**src/rtl/sfp_norm_pkg.sv**
```systemverilog
// Shared state encoding, default sizing and helpers for the psum normalisation pipe.
package sfp_norm_pkg;

  localparam int COL_DEF     = 8;
  localparam int BW_PSUM_DEF = 20;
  localparam int FRAC_DEF    = 8;
  localparam int SUM_BW      = BW_PSUM_DEF + 4;
  localparam int DIV_CYC     = BW_PSUM_DEF + FRAC_DEF;

  typedef enum logic [2:0] {
    S_IDLE,
    S_SUM,
    S_XCHG,
    S_DIV,
    S_OUT
  } state_e;

  // Magnitude of a sign-extended element; the most negative input maps to its unsigned magnitude.
  function automatic logic [31:0] abs_mag(input logic signed [31:0] v);
    return v[31] ? 32'(-v) : 32'(v);
  endfunction

endpackage

```
**src/rtl/norm_div_serial.sv**
```systemverilog
// Unsigned restoring divider producing one quotient bit per clock; the first bit is
// resolved on the start edge so a full quotient takes exactly DW clocks.
module norm_div_serial
  import sfp_norm_pkg::*;
#(
  parameter int DW = DIV_CYC,
  parameter int SW = SUM_BW
) (
  input  logic          clk,
  input  logic          reset,
  input  logic          start,
  input  logic [DW-1:0] dividend,
  input  logic [SW-1:0] divisor,
  output logic          done,
  output logic [DW-1:0] quotient
);

  localparam int CW = $clog2(DW + 1);

  logic [SW-1:0] rem_q, rem_d;
  logic [DW-1:0] acc_q, acc_d;
  logic [SW-1:0] dvs_q, dvs_d;
  logic [CW-1:0] cnt_q, cnt_d;
  logic          busy_q, busy_d;
  logic          done_q, done_d;

  logic [SW-1:0] step_rem_in;
  logic [SW-1:0] step_dvs;
  logic [SW:0]   trial;
  logic          step_bit;
  logic [SW-1:0] step_rem_out;

  // acc_q shifts dividend bits out of its MSB while quotient bits enter at the LSB.
  always_comb begin
    step_rem_in  = start ? '0 : rem_q;
    step_dvs     = start ? divisor : dvs_q;
    trial        = {step_rem_in, (start ? dividend[DW-1] : acc_q[DW-1])};
    step_bit     = (trial >= {1'b0, step_dvs});
    step_rem_out = step_bit ? SW'(trial - {1'b0, step_dvs}) : trial[SW-1:0];

    rem_d  = rem_q;
    acc_d  = acc_q;
    dvs_d  = dvs_q;
    cnt_d  = cnt_q;
    busy_d = busy_q;
    done_d = 1'b0;

    if (start) begin
      rem_d  = step_rem_out;
      acc_d  = {dividend[DW-2:0], step_bit};
      dvs_d  = divisor;
      cnt_d  = CW'(DW - 1);
      busy_d = 1'b1;
    end else if (busy_q) begin
      rem_d = step_rem_out;
      acc_d = {acc_q[DW-2:0], step_bit};
      cnt_d = cnt_q - CW'(1);
      if (cnt_q == CW'(1)) begin
        busy_d = 1'b0;
        done_d = 1'b1;
      end
    end
  end

  always_ff @(posedge clk) begin
    if (reset) begin
      rem_q  <= '0;
      acc_q  <= '0;
      dvs_q  <= '0;
      cnt_q  <= '0;
      busy_q <= 1'b0;
      done_q <= 1'b0;
    end else begin
      rem_q  <= rem_d;
      acc_q  <= acc_d;
      dvs_q  <= dvs_d;
      cnt_q  <= cnt_d;
      busy_q <= busy_d;
      done_q <= done_d;
    end
  end

  assign done     = done_q;
  assign quotient = acc_q;

endmodule

```
**src/rtl/sfp_norm_pipe.sv**
```systemverilog
// Handshaked row normaliser: sums element magnitudes, optionally merges a peer core's
// sum, then divides each element by the total through one shared serial divider.
module sfp_norm_pipe
  import sfp_norm_pkg::*;
#(
  parameter int col     = COL_DEF,
  parameter int bw_psum = BW_PSUM_DEF,
  parameter int frac    = FRAC_DEF
) (
  input  logic                   clk,
  input  logic                   reset,
  input  logic [col*bw_psum-1:0] in_row,
  input  logic                   in_valid,
  output logic                   in_ready,
  input  logic                   ext_en,
  input  logic                   signed_out,
  output logic [bw_psum+3:0]     sum_out,
  output logic                   sum_out_valid,
  input  logic                   sum_out_ready,
  input  logic [bw_psum+3:0]     sum_in,
  input  logic                   sum_in_valid,
  output logic                   sum_in_ready,
  output logic [col*bw_psum-1:0] out_row,
  output logic                   out_valid,
  input  logic                   out_ready,
  output logic                   busy
);

  localparam int SW = bw_psum + 4;
  localparam int DW = bw_psum + frac;
  localparam int IW = (col > 1) ? $clog2(col) : 1;
  localparam logic [bw_psum-1:0] QMAX = {1'b0, {(bw_psum-1){1'b1}}};

  state_e                 state_q, state_d;
  logic [col*bw_psum-1:0] row_q, row_d;
  logic                   ext_q, ext_d;
  logic                   sgn_q, sgn_d;
  logic [SW-1:0]          sum_q, sum_d;
  logic [SW-1:0]          total_q, total_d;
  logic [SW-1:0]          sum_out_q, sum_out_d;
  logic                   sum_out_valid_q, sum_out_valid_d;
  logic                   sum_in_ready_q, sum_in_ready_d;
  logic [SW-1:0]          peer_q, peer_d;
  logic [IW-1:0]          idx_q, idx_d;
  logic                   inflight_q, inflight_d;
  logic                   zdone_q, zdone_d;
  logic [col*bw_psum-1:0] out_row_q, out_row_d;
  logic                   out_valid_q, out_valid_d;
  logic                   busy_q, busy_d;

  logic [SW-1:0]          mag_sum;
  logic [IW-1:0]          start_idx;
  logic [bw_psum-1:0]     start_mag;
  logic [DW-1:0]          div_dividend;
  logic                   div_start;
  logic                   div_done;
  logic [DW-1:0]          div_quot;
  logic                   cur_neg;
  logic [bw_psum-1:0]     q_sat;
  logic [bw_psum-1:0]     res_elem;
  logic                   launch;
  logic [SW:0]            ext_sum;

  // Datapath: magnitude sum, divider operand for the element being launched, and the result element.
  always_comb begin
    mag_sum = '0;
    for (int j = 0; j < col; j++) begin
      mag_sum = mag_sum + SW'(bw_psum'(abs_mag(32'(signed'(row_q[bw_psum*j +: bw_psum])))));
    end

    start_idx = idx_q;
    if (inflight_q && (idx_q != IW'(col - 1))) begin
      start_idx = IW'(idx_q + IW'(1));
    end
    start_mag    = bw_psum'(abs_mag(32'(signed'(row_q[bw_psum*start_idx +: bw_psum]))));
    div_dividend = {start_mag, {frac{1'b0}}};

    cur_neg  = row_q[bw_psum*idx_q + bw_psum - 1];
    q_sat    = '0;
    res_elem = '0;
    if (total_q != '0) begin
      q_sat    = (div_quot > DW'(QMAX)) ? QMAX : div_quot[bw_psum-1:0];
      res_elem = (sgn_q && cur_neg) ? (-q_sat) : q_sat;
    end
  end

  always_comb begin
    state_d         = state_q;
    row_d           = row_q;
    ext_d           = ext_q;
    sgn_d           = sgn_q;
    sum_d           = sum_q;
    total_d         = total_q;
    sum_out_d       = sum_out_q;
    sum_out_valid_d = sum_out_valid_q;
    sum_in_ready_d  = sum_in_ready_q;
    peer_d          = peer_q;
    idx_d           = idx_q;
    inflight_d      = inflight_q;
    zdone_d         = 1'b0;
    out_row_d       = out_row_q;
    out_valid_d     = out_valid_q;
    div_start       = 1'b0;
    launch          = 1'b0;
    ext_sum         = '0;

    case (state_q)
      S_IDLE: begin
        if (in_valid) begin
          row_d   = in_row;
          ext_d   = ext_en;
          sgn_d   = signed_out;
          state_d = S_SUM;
        end
      end

      S_SUM: begin
        sum_d      = mag_sum;
        idx_d      = '0;
        inflight_d = 1'b0;
        if (ext_q) begin
          sum_out_d       = mag_sum;
          sum_out_valid_d = 1'b1;
          sum_in_ready_d  = 1'b1;
          state_d         = S_XCHG;
        end else begin
          total_d = mag_sum;
          state_d = S_DIV;
        end
      end

      // Each side of the exchange retires on its own beat; leave once both have retired.
      S_XCHG: begin
        if (sum_out_valid_q && sum_out_ready) begin
          sum_out_valid_d = 1'b0;
        end
        if (sum_in_ready_q && sum_in_valid) begin
          sum_in_ready_d = 1'b0;
          peer_d         = sum_in;
        end
        ext_sum = {1'b0, sum_q} + {1'b0, peer_d};
        if (!sum_out_valid_d && !sum_in_ready_d) begin
          total_d = ext_sum[SW] ? '1 : ext_sum[SW-1:0];
          state_d = S_DIV;
        end
      end

      // A zero total skips the divider and spends one cycle per element on a stored zero.
      S_DIV: begin
        if (!inflight_q) begin
          launch = 1'b1;
        end else if (div_done || zdone_q) begin
          out_row_d[bw_psum*idx_q +: bw_psum] = res_elem;
          if (idx_q == IW'(col - 1)) begin
            inflight_d  = 1'b0;
            out_valid_d = 1'b1;
            state_d     = S_OUT;
          end else begin
            idx_d  = IW'(idx_q + IW'(1));
            launch = 1'b1;
          end
        end
        if (launch) begin
          inflight_d = 1'b1;
          if (total_q == '0) begin
            zdone_d = 1'b1;
          end else begin
            div_start = 1'b1;
          end
        end
      end

      S_OUT: begin
        if (out_ready) begin
          out_valid_d = 1'b0;
          state_d     = S_IDLE;
        end
      end

      default: state_d = S_IDLE;
    endcase

    busy_d = (state_d != S_IDLE);
  end

  always_ff @(posedge clk) begin
    if (reset) begin
      state_q         <= S_IDLE;
      row_q           <= '0;
      ext_q           <= 1'b0;
      sgn_q           <= 1'b0;
      sum_q           <= '0;
      total_q         <= '0;
      sum_out_q       <= '0;
      sum_out_valid_q <= 1'b0;
      sum_in_ready_q  <= 1'b0;
      peer_q          <= '0;
      idx_q           <= '0;
      inflight_q      <= 1'b0;
      zdone_q         <= 1'b0;
      out_row_q       <= '0;
      out_valid_q     <= 1'b0;
      busy_q          <= 1'b0;
    end else begin
      state_q         <= state_d;
      row_q           <= row_d;
      ext_q           <= ext_d;
      sgn_q           <= sgn_d;
      sum_q           <= sum_d;
      total_q         <= total_d;
      sum_out_q       <= sum_out_d;
      sum_out_valid_q <= sum_out_valid_d;
      sum_in_ready_q  <= sum_in_ready_d;
      peer_q          <= peer_d;
      idx_q           <= idx_d;
      inflight_q      <= inflight_d;
      zdone_q         <= zdone_d;
      out_row_q       <= out_row_d;
      out_valid_q     <= out_valid_d;
      busy_q          <= busy_d;
    end
  end

  norm_div_serial #(
    .DW(DW),
    .SW(SW)
  ) u_div (
    .clk      (clk),
    .reset    (reset),
    .start    (div_start),
    .dividend (div_dividend),
    .divisor  (total_q),
    .done     (div_done),
    .quotient (div_quot)
  );

  assign in_ready      = (state_q == S_IDLE);
  assign sum_out       = sum_out_q;
  assign sum_out_valid = sum_out_valid_q;
  assign sum_in_ready  = sum_in_ready_q;
  assign out_row       = out_row_q;
  assign out_valid     = out_valid_q;
  assign busy          = busy_q;

endmodule

```
**config.mk**
```make
export PLATFORM = sky130hd
export DESIGN_NAME = sfp_norm_pipe
export DESIGN_NICKNAME = d
export VERILOG_FILES = /design/src/rtl/sfp_norm_pkg.sv /design/src/rtl/norm_div_serial.sv /design/src/rtl/sfp_norm_pipe.sv
export SDC_FILE = /design/constraint.sdc
export NUM_CORES = 2
export LEC_CHECK = 0
export CAP_MARGIN = 25
export CELL_PAD_IN_SITES_DETAIL_PLACEMENT = 0
export CELL_PAD_IN_SITES_GLOBAL_PLACEMENT = 1
export CORE_MARGIN = 1.5
export CORE_UTILIZATION = 40
export DETAILED_ROUTE_END_ITERATION = 10
export GPL_TIMING_DRIVEN = 0
export PLACE_DENSITY_LB_ADDON = 0.08
export SLEW_MARGIN = 20
export SYNTH_ARGS = -nofsm -noshare
export SYNTH_HDL_FRONTEND = slang
export SYNTH_SLANG_ARGS = --single-unit
```
**constraint.sdc**
```tcl
create_clock -name clk -period 14.4 [get_ports clk]
set_input_delay 2.88 -clock clk [delete_from_list [all_inputs] [get_ports clk]]
set_output_delay 2.88 -clock clk [all_outputs]
set_load 0.01 [all_outputs]
```
==> impl_results.rst <==
.. list-table::
   :header-rows: 1

   * - Metric
     - Value
   * - Run status
     - complete, no violations
   * - CP endpoint kind
     - flip-flop
   * - Input/output buffers
     - around 380
   * - Seq/Total Area, Yosys
     - 0.304
   * - Final WL
     - around 150 mm
   * - Remaining global-route overflow
     - 0
   * - Worst endpoint data arrival time
     - 9020 ps
   * - Worst setup skew after layout
     - 59.1 ps
   * - Pwr Density
     - 203 nW/um^2
   * - Start of the worst register-to-register path
     - idx_q[0]
   * - Lkg Pwr
     - 15.2 nW
   * - H-tree levels
     - 2
   * - Tightest slew margin relative to the limit
     - 0.249
   * - All-Layer GR Usage
     - 0.349
   * - Post-CTS setup-driven buffer insertion count
     - 0
   * - Share of layout cells above drive strength 1
     - 0.0578
   * - Floorplan die area
     - 85,800 um^2
   * - Area growth from synthesis to final layout
     - 21.5%
   * - Summed instance area of the synthesized netlist
     - approximately 34,000 um^2
   * - # Max-Cap Violations
     - 0
   * - Count of pins on the block boundary
     - 381
   * - Switch Pwr
     - 4.14 mW
   * - Leading cell type in the layout, fill and taps excluded
     - nand2_1
   * - Cell area after layout
     - 40,800 um^2
   * - FFs w/ async S/R, synth
     - 0
   * - Share of total power in the clock network
     - 0.192
   * - Clock tree from TritonCTS
     - done
   * - Number of buffers created by CTS
     - 57
   * - Max VDD drop
     - 315 uV
   * - Vias in the first global route
     - 32,494
   * - Top post-synthesis cells by area
     - dfxtp_1 (30%), nand2_1 (8.4%), fa_1 (7.2%), a21oi_1 (5.7%), nor2_1 (4.1%)
   * - Wire length of the first global-routing pass
     - 222 mm
   * - Clk buf depth
     - 3
   * - Clock period minus final worst setup slack
     - 8440 ps
   * - Summed negative setup slack over all endpoints
     - 0 ps
   * - Count of final hold-check violations
     - 0
   * - CP delay by family, top
     - compound AO/OA/AOI/OAI gates
   * - Register bit count reported by yosys
     - 511
   * - Initial antenna violation count
     - 0
   * - Remaining antenna violation count after routing
     - 0
   * - Synthesized instance count
     - 4,171
   * - Starting Density
     - 0.403
   * - Post-cts sizing count
     - 0
   * - Most used flip-flop cell after synthesis
     - dfxtp_1
   * - Portion of total power attributed to sequential cells
     - 0.205
   * - DR vias/cell
     - slightly below 6
   * - Cell row count
     - approximately 110
   * - Number of antenna diodes
     - 0
   * - Core footprint
     - 83,400 um^2
   * - Maximum number of pins on one net before global-route repair
     - 18
   * - Min Hold Slack
     - between 400 and 500 ps
   * - Required time of the critical path
     - around 15,000 ps
   * - Total vias in the final route
     - between 30,000 and 40,000
   * - Setup repair after global routing missed its margin
     - no
   * - Fillcell total
     - 8,376
   * - Post-synth EDFFs
     - 0
   * - Count of clock tree sinks
     - 511
   * - Internal Power
     - 4.16 mW
   * - Routability congestion estimate from global placement
     - 1.07
   * - Start point of the worst min-delay path
     - peer_q[10]
   * - Post-Place Cell Area
     - 38,800 um^2
   * - Distinct cell type count after synthesis
     - 100
   * - Vertical die dimension
     - approximately 290 um
   * - Tightest Hold Check Type
     - reg -> reg
   * - Buf+Inv Stages, Crit Path
     - 4
   * - Crit. Startpoint
     - idx_q[0]
   * - Worst-path fanout max
     - 10
   * - Hold buffer count at cts
     - 0
   * - Peak clock frequency supported by timing
     - ~0.12 GHz
   * - Drt drc
     - 0
   * - Horizontal extent of the die
     - 293 um
   * - Final setup violating endpoints
     - 0
   * - Switching Fraction
     - 0.499
   * - Number of standard cells in the layout, taps in and fillers out
     - between 5,000 and 6,000
   * - CP cell instances
     - ha_1 -> ha_1 -> nor2b_1 -> buf_2 -> xnor2_2 -> buf_2 -> buf_2 -> mux4_2 -> mux2i_1 -> nand3_1 -> nor4_1 -> nand3_1 -> a21boi_0 -> ha_1 -> nor2b_1 -> o21ai_0 -> a21boi_0 -> o211ai_1 -> a211oi_1 -> nor2_1 -> a21oi_2 -> clkbuf_1 -> nand2_1 -> a311oi_1
   * - Fraction of power consumed by combinational cells
     - 0.603
   * - Proportion of netlist area held by the largest area contributor
     - 0.304
   * - Most used cells in the layout excluding fill and tap cells
     - nand2_1 (748), dfxtp_1 (511), a21oi_1 (382), clkdlybuf4s50_1 (378), nor2_1 (367)
   * - Total count of max-transition violations in the final report
     - 0
   * - Worst-Skew Late Latency
     - 680 ps
   * - Clock slew seen by the registers of the worst setup and hold paths
     - 70 ps
   * - Period utilization
     - 0.586
   * - WL per Instance
     - 26.8 um
   * - Sort of element at the start of the critical path
     - flip-flop
   * - Slowest CP cell
     - a21oi_2
   * - Drt first pass iters
     - 6
   * - Longest individual stage delay on the worst path
     - 650 ps
   * - Syn avg cell area
     - 8.06 um^2
   * - Worst reg2reg setup slack
     - 5960 ps
   * - Number of nets in the finished design
     - 5,019
   * - Transition time at the pin with the least slew margin
     - 1130 ps
   * - Synthesized Nets
     - 4,576
   * - Inst Count DP
     - around 5,600
   * - Detail Placement HPWL
     - 123 mm
   * - Count of routing violations after the opening detailed-route iteration
     - 3,186
   * - Critical path class
     - reg -> reg
   * - Leading area contributor after synthesis
     - dfxtp_1
   * - Warnings from Yosys
     - 0
   * - Finished Core Util
     - 0.490
   * - Cell chosen for the clock root
     - clkbuf_16
==> worst min-delay path: stages (launching register included) <==
cell and delay [ps]:
dfxtp_1 310, nand2_1 50, a21oi_1 50
==> per-layer routing <==
| metal | global-route usage | up-vias | part of all wire |
|---|---|---|---|
| met3 | 0.0578 | 376 | 0.076 |
| met5 | 0 | - | 0 |
| li1 | - | 15760 | - |
| met2 | 0.548 | 1581 | 0.44 |
| met1 | 0.456 | 16524 | 0.42 |
| met4 | 0.193 | 0 | 0.062 |
==> final cells by class <==
cell class | count | area, um^2 | share of cell area
Buffer | 254 | 1020 | 0.0250
Clock buffer | 77 | 1600 | 0.0392
Clock inverter | 25 | 419 | 0.0103
Inverter | 122 | 458 | 0.0112
Multi-Input combinational cell | 3284 | 21900 | 0.537
Sequential cell | 511 | 10200 | 0.250
Tap cell | 1080 | 1350 | 0.0331
Timing Repair Buffer | 384 | 3820 | 0.0935
==> Yosys cell counts (all sizes together), types with 8 or more instances <==
library cell,number
buf,42
nand3b,9
a211o,12
or2,25
xnor2,128
a22oi,34
o32ai,11
a41oi,10
nand3,87
a21oi,384
nand4,20
o21a,16
nand2,748
a21o,32
and2,31
o21bai,11
a31oi,40
o41ai,30
o22ai,41
and3,24
inv,121
o221ai,20
mux2i,109
or4,13
fa,121
o21ai,196
dfxtp,511
nor2b,25
nor4b,9
nor3,92
o311ai,16
clkbuf,212
ha,92
nor4,39
nor2,370
xor2,81
a211oi,92
mux2,32
o211ai,21
mux4,39
nand2b,23
a311oi,25
a21boi,8
or3,39
o31ai,60
==> registers in the layout (all words and copies together), names as in the netlist, 3 cells and up <==
signal,cells
state_q,3
u_div.quotient,28
row_q,160
u_div.dvs_q,24
out_row,160
peer_q,24
u_div.rem_q,24
total_q,24
u_div.cnt_q,5
sum_q,23
sum_out,23
idx_q,3
==> stage by stage <==
step / total power, mW / setup WS (ps)
floorplan: 4.70 / 8050
global placement: 6.57 / 5850
detailed placement: 6.56 / 6300
CTS: 8.18 / 6270
global route: 8.75 / 5760
finish: 8.29 / 5960
==> logic make-up after synthesis <==
kind of cell,count (synthesis),share of synthesized area
AOI/OAI and AO/OA,1111,0.214
xor gates and xnor gates,209,0.0549
adders and majority gates,213,0.106
buffers and inverters,376,0.0439
DFF,511,0.304
muxes,180,0.0694
other,1,0.000112
and+or+nand+nor,1570,0.207
==> power groups by stage <==
stage	logic [mW]	clock network [mW]	registers (mW)
after floorplan	3.05	0	1.65
after global placement	4.85	0	1.73
after detailed placement	4.83	0	1.73
after CTS	4.86	1.61	1.70
after global routing	5.37	1.67	1.71
final	5.00	1.59	1.70
==> final timing paths <==
path                      to  cells after the start
max          u_div.rem_q[11]                     24
min               peer_q[10]                      2
max reg2reg  u_div.rem_q[11]                     24
min reg2reg       peer_q[10]                      2
Power figures use the tool's default switching activity.
